$ cat src/rtl/fetch_unit.sv
// Instruction-fetch stage: owns the PC, issues single-outstanding imem requests,
// buffers one returned instruction for IF/ID and handles stall and redirect flushes.
module fetch_unit #(
  parameter logic [31:0] RESET_PC    = 32'h0000_0000,
  parameter logic [31:0] FLUSH_INSTR = 32'h0000_0000
) (
  input  logic        clk_i,
  input  logic        rst_i,
  input  logic        stall_i,
  input  logic        redirect_i,
  input  logic [31:0] redirect_pc_i,
  output logic        imem_req_o,
  output logic [31:0] imem_addr_o,
  input  logic        imem_ready_i,
  input  logic        imem_rvalid_i,
  input  logic [31:0] imem_rdata_i,
  output logic [31:0] pc_o,
  output logic [31:0] instruction_o,
  output logic        valid_o
);

  localparam int unsigned XLEN = 32;

  typedef enum logic [1:0] {
    S_REQ   = 2'd0,
    S_WAIT  = 2'd1,
    S_DRAIN = 2'd2
  } state_t;

  state_t          r_state;
  logic [XLEN-1:0] r_pc;
  logic [XLEN-1:0] r_req_pc;
  logic [XLEN-1:0] r_pc_out;
  logic [XLEN-1:0] r_instr;
  logic            r_valid;

  logic            w_free;
  logic            w_req;
  logic            w_hs;
  logic [XLEN-1:0] w_redirect_pc;

  // Buffer can take a new instruction when empty or being consumed this cycle.
  assign w_free        = !r_valid || !stall_i;
  assign w_req         = rst_i && (r_state == S_REQ) && w_free && !redirect_i;
  assign w_hs          = w_req && imem_ready_i;
  assign w_redirect_pc = redirect_pc_i & ~XLEN'(32'h3);

  assign imem_req_o    = w_req;
  assign imem_addr_o   = r_pc;
  assign pc_o          = r_pc_out;
  assign instruction_o = r_instr;
  assign valid_o       = r_valid;

  always_ff @(posedge clk_i or negedge rst_i) begin
    if (!rst_i) begin
      r_state  <= S_REQ;
      r_pc     <= RESET_PC;
      r_req_pc <= '0;
      r_pc_out <= '0;
      r_instr  <= FLUSH_INSTR;
      r_valid  <= 1'b0;
    end else if (redirect_i) begin
      // Redirect flushes the buffer even under stall; an in-flight fetch gets drained.
      r_pc     <= w_redirect_pc;
      r_pc_out <= '0;
      r_instr  <= FLUSH_INSTR;
      r_valid  <= 1'b0;
      case (r_state)
        S_REQ:   r_state <= S_REQ;
        S_WAIT:  r_state <= imem_rvalid_i ? S_REQ : S_DRAIN;
        S_DRAIN: r_state <= imem_rvalid_i ? S_REQ : S_DRAIN;
        default: r_state <= S_REQ;
      endcase
    end else begin
      if (r_valid && !stall_i) begin
        r_valid  <= 1'b0;
        r_pc_out <= '0;
        r_instr  <= FLUSH_INSTR;
      end
      case (r_state)
        S_REQ: begin
          if (w_hs) begin
            r_req_pc <= r_pc;
            r_pc     <= r_pc + XLEN'(4);
            r_state  <= S_WAIT;
          end
        end
        S_WAIT: begin
          if (imem_rvalid_i) begin
            r_valid  <= 1'b1;
            r_pc_out <= r_req_pc;
            r_instr  <= imem_rdata_i;
            r_state  <= S_REQ;
          end
        end
        S_DRAIN: begin
          if (imem_rvalid_i) r_state <= S_REQ;
        end
        default: r_state <= S_REQ;
      endcase
    end
  end

endmodule
$ cat config.mk
export PLATFORM = sky130hd
export DESIGN_NAME = fetch_unit
export DESIGN_NICKNAME = d
export VERILOG_FILES = /design/src/rtl/fetch_unit.sv
export SDC_FILE = /design/constraint.sdc
export NUM_CORES = 1
export LEC_CHECK = 0
export CORE_MARGIN = 4
export CORE_UTILIZATION = 35
export CTS_BUF_LIST = sky130_fd_sc_hd__clkbuf_8
export CTS_CLUSTER_SIZE = 28
export DETAILED_ROUTE_END_ITERATION = 16
export GPL_TIMING_DRIVEN = 0
export SETUP_SLACK_MARGIN = 0.5
export SLEW_MARGIN = 25
export SYNTH_ARGS = -nofsm -noshare
export SYNTH_HDL_FRONTEND = slang
export SYNTH_SLANG_ARGS = --single-unit
$ cat constraint.sdc
create_clock -name clk_i -period 2.08 [get_ports clk_i]
set_input_delay 0.312 -clock clk_i [delete_from_list [all_inputs] [get_ports clk_i]]
set_output_delay 0.312 -clock clk_i [all_outputs]
set_load 0.01 [all_outputs]
==> metrics.md <==
| Metric | Value |
|---|---|
| Cell Area, Synth | 0.00530 mm^2 |
| Worst EP required | 2.42 ns |
| Via count of the routed design | 5176 |
| Synthesized instance count | 491 |
| Worst flop-to-flop path endpoint | imem_addr_o[22]$_DFFE_PN0P_ |
| Die area | 0.0172 mm^2 |
| Final Critical Period | 1.78 ns |
| Initial antenna violation count | 0 |
| Critical path startpoint | imem_addr_o[3]$_DFFE_PN0P_ |
| Worst R2R Start | imem_addr_o[3]$_DFFE_PN0P_ |
| WL final | 18.9 mm |
| IR drop worst, VDD | 0.619 mV |
| Reg area | 0.00321 mm^2 |
| Boundary Pins | 168 |
| Remaining DRCs | 0 |
| Failing checks | negative hold slack |
| Core Region | 0.0147 mm^2 |
| Yosys warns | 0 |
| CTS root buf | clkbuf_8 |
| Clock sink count | 127 |
| Ant. Diodes | 0 |
| Max Cap Viol | 0 |
| GPL Wtd Cong | 0.837 |
| Die Ht | 131 um |
| Share of layout cells above drive strength 1 | 0.339 |
| CP Data Arrival Time | 2.12 ns |
| Vias in the first global route | 5167 |
| Setup violations, final | 0 |
| Internal power | 4.96 mW |
| Min-Delay Path Class | primary input to async pin |
| Crit end category | flop |
| Setup WS post-layout | 0.300 ns |
| Clk_lat worst skew | 0.45 ns |
| Clk pwr share | 0.323 |
| Most frequent cell after synthesis | dfrtp_1 |
| First-pass GRT wire length | 27.6 mm |
| Overall fraction of global-route tracks in use | 0.211 |
| Status | finished, violations left |
| Multi-input gate area in the final layout | 0.00240 mm^2 |
| Final std cells w/o fill | 956 |
| R2r setup slk | 0.30 ns |
| Fmax | 562 MHz |
| RSZ-0062 raised after global routing | yes |
| Sequential share of power | 0.440 |
| Place WS | -0.451 ns |
| Cells taking the most area after synthesis | dfrtp_1 60%, a22o_1 9.7%, nand2_1 7.6% |
| Main synth FF type | dfrtp_1 |
| TritonCTS buffer count | 17 |
| Pwr per Cell Area | 778 mW/mm^2 |
| Layout area overhead | 71.6% |
| Rows | 44 |
| Syn avg cell area | 10.8 um^2 |
| CP Class | flop to flop |
| Initial Utilization | 0.361 |
| Port Buffers | 163 |
| Vias per cell | 5.41 |
| Worst-Margin Slew | 0.686 ns |
| Worst setup SP type | flop |
| Final net count | 832 |
| Avg WL per Cell | 19.8 um |
| Hold WS | -0.222 ns |
| Post-synthesis sequential area ratio | 0.600 |
| Yosys reg bits | 127 |
| Fin. max-slew vios | 0 |
| Overflow after GRT | 0 |
| Cell accounting for the most synthesized area | dfrtp_1 |
| Clock buffer depth | 2 |
| Dpl cells | 840 |
| Worst Skew | 0.00969 ns |
| DP HPWL | 11.6 mm |
| Die Wd | 131 um |
| First-pass iteration count of the detailed router | 5 |
| Comb pwr share | 0.237 |
| Clk slew on worst S/H paths | 0.08 ns |
| LEAKAGE | 4.58 nW |
| Final hold vios | 52 |
| Setup TNS | 0 ns |
| Post-synth top cells | 127 x dfrtp_1, 108 x nand2_1, 59 x a22o_1, 20 x nor2_1 |
| Capture point of the worst path | imem_addr_o[22]$_DFFE_PN0P_ |
| CTS tree | yes |
| Switching component of the power | 2.12 mW |
| Worst R2R Path Depth | 6 |
| Sw Share | 0.299 |
| CP Max Fanout | 5 |
| Top cell type's share of synthesized area | 0.600 |
| Share of flip-flops with an asynchronous set or reset | 1.00 |
| CTS H-Tree Depth | 4 |
| DRT iter0 DRCs | 279 |
| # fillers | 1173 |
| Post-DRT Antenna Nets | 0 |
| Unique cell type count in the Yosys netlist | 53 |
| Largest net degree at the start of global routing | 76 |
| Number of synthesized flops with an enable pin | 0 |
| Fin crit share | 0.856 |
| Rel. slew slack | 0.543 |
[final cells by class]
class | instances | area share
well taps | 184 | 0.0253
flip-flops and latches | 127 | 0.353
multi-input cells | 324 | 0.264
clock buffers | 19 | 0.0287
repair buffers | 248 | 0.265
plain buffers | 31 | 0.0417
inverters | 10 | 0.00426
clock inverters | 13 | 0.0177
[power groups by stage]
stage	clock network, mW	logic, mW	registers [mW]
2_1_floorplan	0	0.532	3.14
3_3_place_gp	0	1.14	3.15
3_5_place_dp	0	1.16	3.16
4_1_cts	2.33	1.46	3.10
5_1_grt	2.46	1.81	3.15
6_report	2.28	1.67	3.12
[sequential cells by signal, summed over array words and instances, names as in the netlist]
name	count
instruction_o	32
pc_o	32
imem_addr_o	30
r_req_pc	30
r_state	2
valid_o	1
[worst max-delay path, stage by stage, from the launching register on]
cell and delay, ns:
dfrtp_2 0.45, ha_4 0.18, nand3_4 0.09, nor3_4 0.29
nand3_1 0.15, a21o_1 0.19, a221o_1 0.29
[cell usage in the layout, fill, tap and decap left out, types with 7 or more instances in the layout]
master,Yosys,layout
nand2_1,108,71
nand2_2,1,21
dfrtp_2,0,23
nand2_4,0,17
buf_4,2,55
clkdlybuf4s50_1,0,65
a22o_1,59,59
nor2_1,20,16
buf_8,0,13
o21ai_1,0,14
buf_6,0,18
nand4_1,12,12
buf_12,0,8
dlygate4sd2_1,0,88
dfrtp_1,127,104
clkbuf_2,0,7
clkbuf_8,0,21
inv_1,9,7
[what timing repair did]
item / CTS / global route
buffers inserted: 47 / 27
hold endpoints to repair: 52 / 52
endpoints found under the setup margin: 222 / 135
pin swaps: 56 / 85
gates resized for setup: 207 / 115
cloned: 8 / 2
[logic make-up after synthesis]
family | count (synthesis) | synth area share
AND/OR/NAND/NOR | 192 | 0.173
flip-flops | 127 | 0.600
AO/OA/AOI/OAI | 119 | 0.174
buffers and inverters | 41 | 0.0326
XOR/XNOR | 8 | 0.0132
adder cells (fa/ha/maj) | 3 | 0.00708
other | 1 | 0.000708
[per-stage QoR]
step | hold slack (ns) | util | total power, mW | cell area, um^2
2_1_floorplan | 0.0164 | - | 3.67 | 5410
3_3_place_gp | 0.462 | 0.495 | 4.29 | 7280
3_5_place_dp | 0.264 | 0.497 | 4.33 | 7310
4_1_cts | -0.222 | 0.580 | 6.88 | 8530
5_1_grt | -0.219 | 0.619 | 7.43 | 9100
6_report | -0.222 | 0.619 | 7.07 | 9100
[worst min path at each step]
stage,to,from,cells past startpoint
floorplan,imem_addr_o[10]$_DFFE_PN0P_,rst_i,0
global placement,r_req_pc[24]$_DFFE_PN0P_,r_req_pc[24]$_DFFE_PN0P_,2
detailed placement,instruction_o[31]$_DFF_PN0_,rst_i,1
CTS,pc_o[9]$_DFF_PN0_,rst_i,1
global route,instruction_o[5]$_DFF_PN0_,rst_i,1
finish,instruction_o[0]$_DFF_PN0_,rst_i,1
[per-layer routing]
layer	GRT usage	up-vias	wire (um)
met5	0	-	0
met4	0.0932	0	624
met3	0.0677	55	1570
met2	0.339	254	9210
met1	0.261	2549	7510
li1	-	2318	-
No activity file was read; power rests on OpenSTA's default activity.
==> RTL edit 1: new RTL, same flow settings <==
Reset style: synchronous (`rst_i`), changed in one clocked block.
--- a/src/rtl/fetch_unit.sv
+++ b/src/rtl/fetch_unit.sv
@@ -52,5 +52,5 @@
   assign valid_o       = r_valid;
 
-  always_ff @(posedge clk_i or negedge rst_i) begin
+  always_ff @(posedge clk_i) begin
     if (!rst_i) begin
       r_state  <= S_REQ;
Formal check against the unedited RTL: differs if rst_i is asserted again (counterexample within 4 cycles, from zero or initial values and one cycle with rst_i low); with rst_i held inactive, the same outputs for 4 cycles.
==> RTL edit 1 against the unedited design <==
Design area up 7.2%; sequential share of layout area fell by 8.5 points; critical endpoint is now imem_addr_o[24]$_SDFFE_PN0P_; area after synthesis up 0.35%; utilization increased by 4.4 points; clock power shrank 3%; cell count is 14% higher; total power down 18%; synthesized cell count up 27%; critical path depth did not move; wire length is 11% higher; worst setup slack worse by 210 ps; sequential cell count is the same.
==> RTL edit 1: results (changes against the unedited design) <==
| Metric | Value |
|---|---|
| Largest net degree at the start of global routing | `17 (was 76)` |
| CP Data Arrival Time | `2340 ps (was 2120 ps)` |
| Via density | `5.50 (was 5.41)` |
| GR Util All Layers | `0.222 (was 0.211)` |
| 1st-iter DRT viols | `301 (was 279)` |
| Switching Power | `0.00160 W (was 0.00212 W)` |
| Met1 Use GR | `0.285 (was 0.261)` |
| Worst vdd ir | `0.432 mV (was 0.619 mV)` |
| Placed Area | `7330 um2 (was 7310 um2)` |
| Vias in the first global route | `5797 (was 5167)` |
| Layout fillers | `1159 (was 1173)` |
| Layout net count | `969 (was 832)` |
| Crit-path max FO | `4 (was 5)` |
| Hold Path Class | `in -> reg (was in -> async)` |
| First-pass GRT wire length | `31.4 mm (was 27.6 mm)` |
| Register area share after synthesis | `0.478 (was 0.600)` |
| Unique masters post-synth | `56 (was 53)` |
| Util after Layout | `0.663 (was 0.619)` |
| Leakage | `3.80 nW (was 4.58 nW)` |
| DRT Wirelength | `21.0 mm (was 18.9 mm)` |
| Setup Skew | `11.1 ps (was 9.69 ps)` |
| Post-DP HPWL | `13.3 mm (was 11.6 mm)` |
| Ys async rst share | `0 (was 1.00)` |
| Layout cell share with drive strength beyond 1 | `0.393 (was 0.339)` |
| Status | `finished clean (was finished, violations left)` |
-- RTL edit 1: changes by cell type after synthesis, sizes merged, moves of 6 or more --
cell,change
a21oi,+29
nor2,+61
nand2,-27
or4,+9
dfrtp,-127
dfxtp,+127
clkbuf,+19
a22oi,+60
a31oi,+9
nand4,+6
a22o,-59
a211oi,+7
-- RTL edit 1: power by group through the flow --
| stage | sequential [W] | combinational, W | clock [W] |
|---|---|---|---|
| 4_1_cts | 0.00258 | 0.000777 | 0.00225 |
| 3_3_place_gp | 0.00264 | 0.000641 | 0 |
| 2_1_floorplan | 0.00263 | 0.000298 | 0 |
| 5_1_grt | 0.00260 | 0.00104 | 0.00236 |
| 3_5_place_dp | 0.00264 | 0.000648 | 0 |
| 6_report | 0.00259 | 0.000985 | 0.00222 |
-- RTL edit 1: layer usage --
layer / part of all wire / up-vias
li1: - / 2825
met1: 0.43 / 2903
met2: 0.49 / 240
met3: 0.064 / 45
met4: 0.023 / 0
met5: 0 / -
-- RTL edit 1: worst reg2reg max path: stages, from the launching register on --
cell,delay (ps)
dfxtp_4,360
ha_4,140
nand4_4,90
or4_4,500
buf_6,150
or4_4,400
o2111a_1,230
-- RTL edit 1: final timing paths --
kind / endpoint / startpoint / depth (start not counted) / slack (ps)
worst max-delay path: imem_addr_o[24]$_SDFFE_PN0P_ / imem_addr_o[3]$_SDFFE_PN0P_ / 6 / 90
worst min register to register: pc_o[0]$_SDFF_PP0_ / pc_o[0]$_SDFF_PP0_ / 1 / 480
worst min-delay path: imem_addr_o[4]$_SDFFE_PN0P_ / redirect_pc_i[4] / 3 / 420
worst max register to register: imem_addr_o[24]$_SDFFE_PN0P_ / imem_addr_o[3]$_SDFFE_PN0P_ / 6 / 90
-- RTL edit 1: kinds of logic after synthesis --
family / synth area share
AO/OA/AOI/OAI: 0.216
XOR/XNOR: 0.00988
adder cells (fa/ha/maj): 0.00706
buffers and inverters: 0.0565
flip-flops: 0.478
other: 0.000705
AND/OR/NAND/NOR: 0.232
-- RTL edit 1: cell type report --
type                    count  share of cell area
flip-flops and latches    127               0.268
clock inverters            15              0.0176
multi-input cells         436               0.355
well taps                 184              0.0236
clock buffers              17              0.0240
plain buffers              54              0.0565
inverters                   9             0.00372
repair buffers            251               0.251
-- RTL edit 1: repair_timing --
action | in CTS | in global routing
resized for setup | 253 | 195
setup endpoints to repair | 222 | 129
buffers inserted | 41 | 32
pin swaps | 79 | 64
cloned | 7 | 10
-- RTL edit 1: metrics by stage --
stage                     hold slack, ps  cells  setup WS, ps
after floorplan                      437    624           139
after global placement               450    971          -840
after detailed placement             451    971          -902
after CTS                            411   1051           104
after global routing                 435   1093          43.0
final                                424   1093          93.8
==> RTL edit 2: new RTL, config.mk and constraints unchanged <==
Made on the original files. Re-encode `state_t` (3 states) as one-hot, 3 bits wide.
--- a/src/rtl/fetch_unit.sv
+++ b/src/rtl/fetch_unit.sv
@@ -22,8 +22,8 @@
   localparam int unsigned XLEN = 32;
 
-  typedef enum logic [1:0] {
-    S_REQ   = 2'd0,
-    S_WAIT  = 2'd1,
-    S_DRAIN = 2'd2
+  typedef enum logic [2:0] {
+    S_REQ   = 3'b001,
+    S_WAIT  = 3'b010,
+    S_DRAIN = 3'b100
   } state_t;
 
Check against the original RTL: same outputs for any inputs over 4 cycles, from zero or initial values and one cycle with rst_i low; so few cycles prove little.
==> RTL edit 2 against the unedited design <==
The run still ends with negative hold slack left; largest cell class unchanged; design area increased by 1.6%; total power is 17% lower; sequential cell count grew 1; first-iteration DRC count is 2.9% higher; area after synthesis rose by 8.6%; sequential share of layout area decreased by 0.24 points; wire length rose by 6.6%; largest power group unchanged; worst setup slack worse by 71 ps.
==> RTL edit 2: results (changes against the unedited design) <==
| Metric | Value |
|---|---|
| Crit-path max FO | `6 (was 5)` |
| Ys async rst share | `1.00 (unchanged)` |
| Num CTS Buffers | `17 (unchanged)` |
| Met3 Use GR | `0.0551 (was 0.0677)` |
| Placed Area | `7770 um2 (was 7310 um2)` |
| Met1 Use GR | `0.289 (was 0.261)` |
| Worst vdd ir | `0.390 mV (was 0.619 mV)` |
| Area share of the largest cell type after synthesis | `0.552 (was 0.600)` |
| DRT Wirelength | `20.2 mm (was 18.9 mm)` |
| Min Hold Slack | `-148 ps (was -222 ps)` |
| Synth warn | `0 (unchanged)` |
| Via density | `5.19 (was 5.41)` |
| Highest Signal Layer | `met4 (unchanged)` |
| Inst Count DP | `1011 (was 840)` |
| Vias in the first global route | `5864 (was 5167)` |
| Slowest cell on crit path | `dfrtp_1 (was dfrtp_2)` |
| Via count | `5778 (was 5176)` |
| Layout cell share with drive strength beyond 1 | `0.266 (was 0.339)` |
| GP Congestion | `0.854 (was 0.837)` |
| Post-DP HPWL | `13.5 mm (was 11.6 mm)` |
| Setup Skew | `7.34 ps (was 9.69 ps)` |
| Initial antenna violation count | `0 (unchanged)` |
| Hold buffers post-CTS | `3` |
| DRT Pass-1 Iters | `5 (unchanged)` |
| H-tree depth | `4 (unchanged)` |
| Status | `finished, violations left (unchanged)` |
| Register area share after synthesis | `0.557 (was 0.600)` |
| ANT cells | `0 (unchanged)` |
| Unique masters post-synth | `55 (was 53)` |
| Failing checks | `negative hold slack (unchanged)` |
| Slowest stage delay, CP | `410 ps (was 450 ps)` |
| GR Util All Layers | `0.218 (was 0.211)` |
| Ys flop type | `dfrtp_1 (unchanged)` |
| Worst-path clk slew | `around 70 ps` |
| Synth area leaders | `dfrtp_1, nand2_1, nand3_1, a21oi_1, clkbuf_1 (was dfrtp_1, a22o_1, nand2_1, o21ai_0, nand4_1)` |
| Longest Clk Path Bufs | `2 (unchanged)` |
| Metal2 WL | `9.59 mm (was 9.21 mm)` |
| Leakage | `4.24 nW (was 4.58 nW)` |
| Number of synthesized flops with an enable pin | `0 (unchanged)` |
| Final Hold Fails | `47 (was 52)` |
| 1st-iter DRT viols | `287 (was 279)` |
| Port buffer count | `162 (was 163)` |
| Clock root buffer | `clkbuf_8 (unchanged)` |
| Mean Syn Cell Area | `9.12 um2 (was 10.8 um2)` |
| Hold Path Class | `in -> async (unchanged)` |
| First-pass GRT wire length | `31.3 mm (was 27.6 mm)` |
| Wire length on met3 | `1.42 mm (was 1.57 mm)` |
| Largest net degree at the start of global routing | `47 (was 76)` |
| Worst Max-Slew Pin Slew | `856 ps (was 686 ps)` |
| Post-synth top cells | `nand2_1, dfrtp_1, nand3_1, a21oi_1, clkbuf_1 (was dfrtp_1, nand2_1, a22o_1, nor2_1)` |
| Latest clock arrival within the worst-skew pair | `440 ps` |
| Met2 Use GR | `0.350 (was 0.339)` |
| Layout fillers | `1484 (was 1173)` |
| WL met1 | `8.71 mm (was 7.51 mm)` |
| Layout net count | `956 (was 832)` |
## RTL edit 2: changes by cell type after synthesis, moves of 13 or more
cell,before,now
a21oi_1,9,71
a22o_1,59,0
nand2_1,108,167
nand3_1,14,73
clkbuf_1,17,32
o21ai_1,0,13
## RTL edit 2: final timing paths
kind                                          start                          end  slack, ps  depth (start not counted)
min reg2reg                r_req_pc[25]$_DFFE_PN0P_     r_req_pc[25]$_DFFE_PN0P_        480                          2
min                                           rst_i   imem_addr_o[2]$_DFFE_PN0P_       -150                          2
min in group clk_i                       redirect_i  imem_addr_o[23]$_DFFE_PN0P_        250                          3
max reg2reg                       valid_o$_DFF_PN0_     r_req_pc[14]$_DFFE_PN0P_        230                          8
max in group asynchronous                     rst_i  instruction_o[14]$_DFF_PN0_       1340                          4
max                               valid_o$_DFF_PN0_     r_req_pc[14]$_DFFE_PN0P_        230                          8
## RTL edit 2: area by class of cell
class	instances	area share
plain buffers	46	0.0460
clock buffers	22	0.0328
clock inverters	9	0.00731
inverters	5	0.00203
multi-input cells	453	0.293
flip-flops and latches	128	0.350
well taps	216	0.0292
repair buffers	234	0.240
## RTL edit 2: logic make-up (layout without fill, tap and decap cells)
family | count (synthesis) | after routing | synth area share
AOI/OAI and AO/OA | 124 | 124 | 0.128
xor gates and xnor gates | 7 | 7 | 0.0107
adders and majority gates | 1 | 1 | 0.00217
buffers and inverters | 51 | 316 | 0.0404
DFF | 128 | 128 | 0.557
muxes | 3 | 3 | 0.00565
other | 1 | 2 | 0.000652
and+or+nand+nor | 316 | 316 | 0.255
## RTL edit 2: through the flow
| stage | worst slack, ps | hold slack, ps | power, W | util | setup TNS (ps) |
|---|---|---|---|---|---|
| 5_1_grt | 182 | -157 | 0.00616 | 0.578 | 0 |
| 3_3_place_gp | -5120 | 460 | 0.00364 | 0.484 | -887820 |
| 4_1_cts | 231 | -157 | 0.00581 | 0.550 | 0 |
| 3_5_place_dp | -443 | 207 | 0.00366 | 0.486 | -26230 |
| 6_report | 229 | -148 | 0.00589 | 0.578 | 0 |
| 2_1_floorplan | 447 | 16.4 | 0.00319 | - | 0 |
## RTL edit 2: worst max-delay path, delay by kind of cell (launching register included)
kind	cells	cell delay (ps)
AO/OA/AOI/OAI	1	370
buffers and inverters	4	580
AND/OR/NAND/NOR	3	370
flip-flops	1	410
## RTL edit 2: where the power goes
group	switching, W	internal (W)
clock network	0.000925	0.00107
registers	0.000198	0.00268
logic	0.000484	0.000520
## RTL edit 2: timing repair
| action | 4_1_cts | 5_1_grt |
|---|---|---|
| resized for setup | 214 | 100 |
| setup buffers | 43 | 18 |
| endpoints found under the setup margin | 222 | 129 |
| gates cloned | 6 | 1 |
| endpoints found under the hold margin | 39 | 82 |
| pin swaps | 36 | 20 |
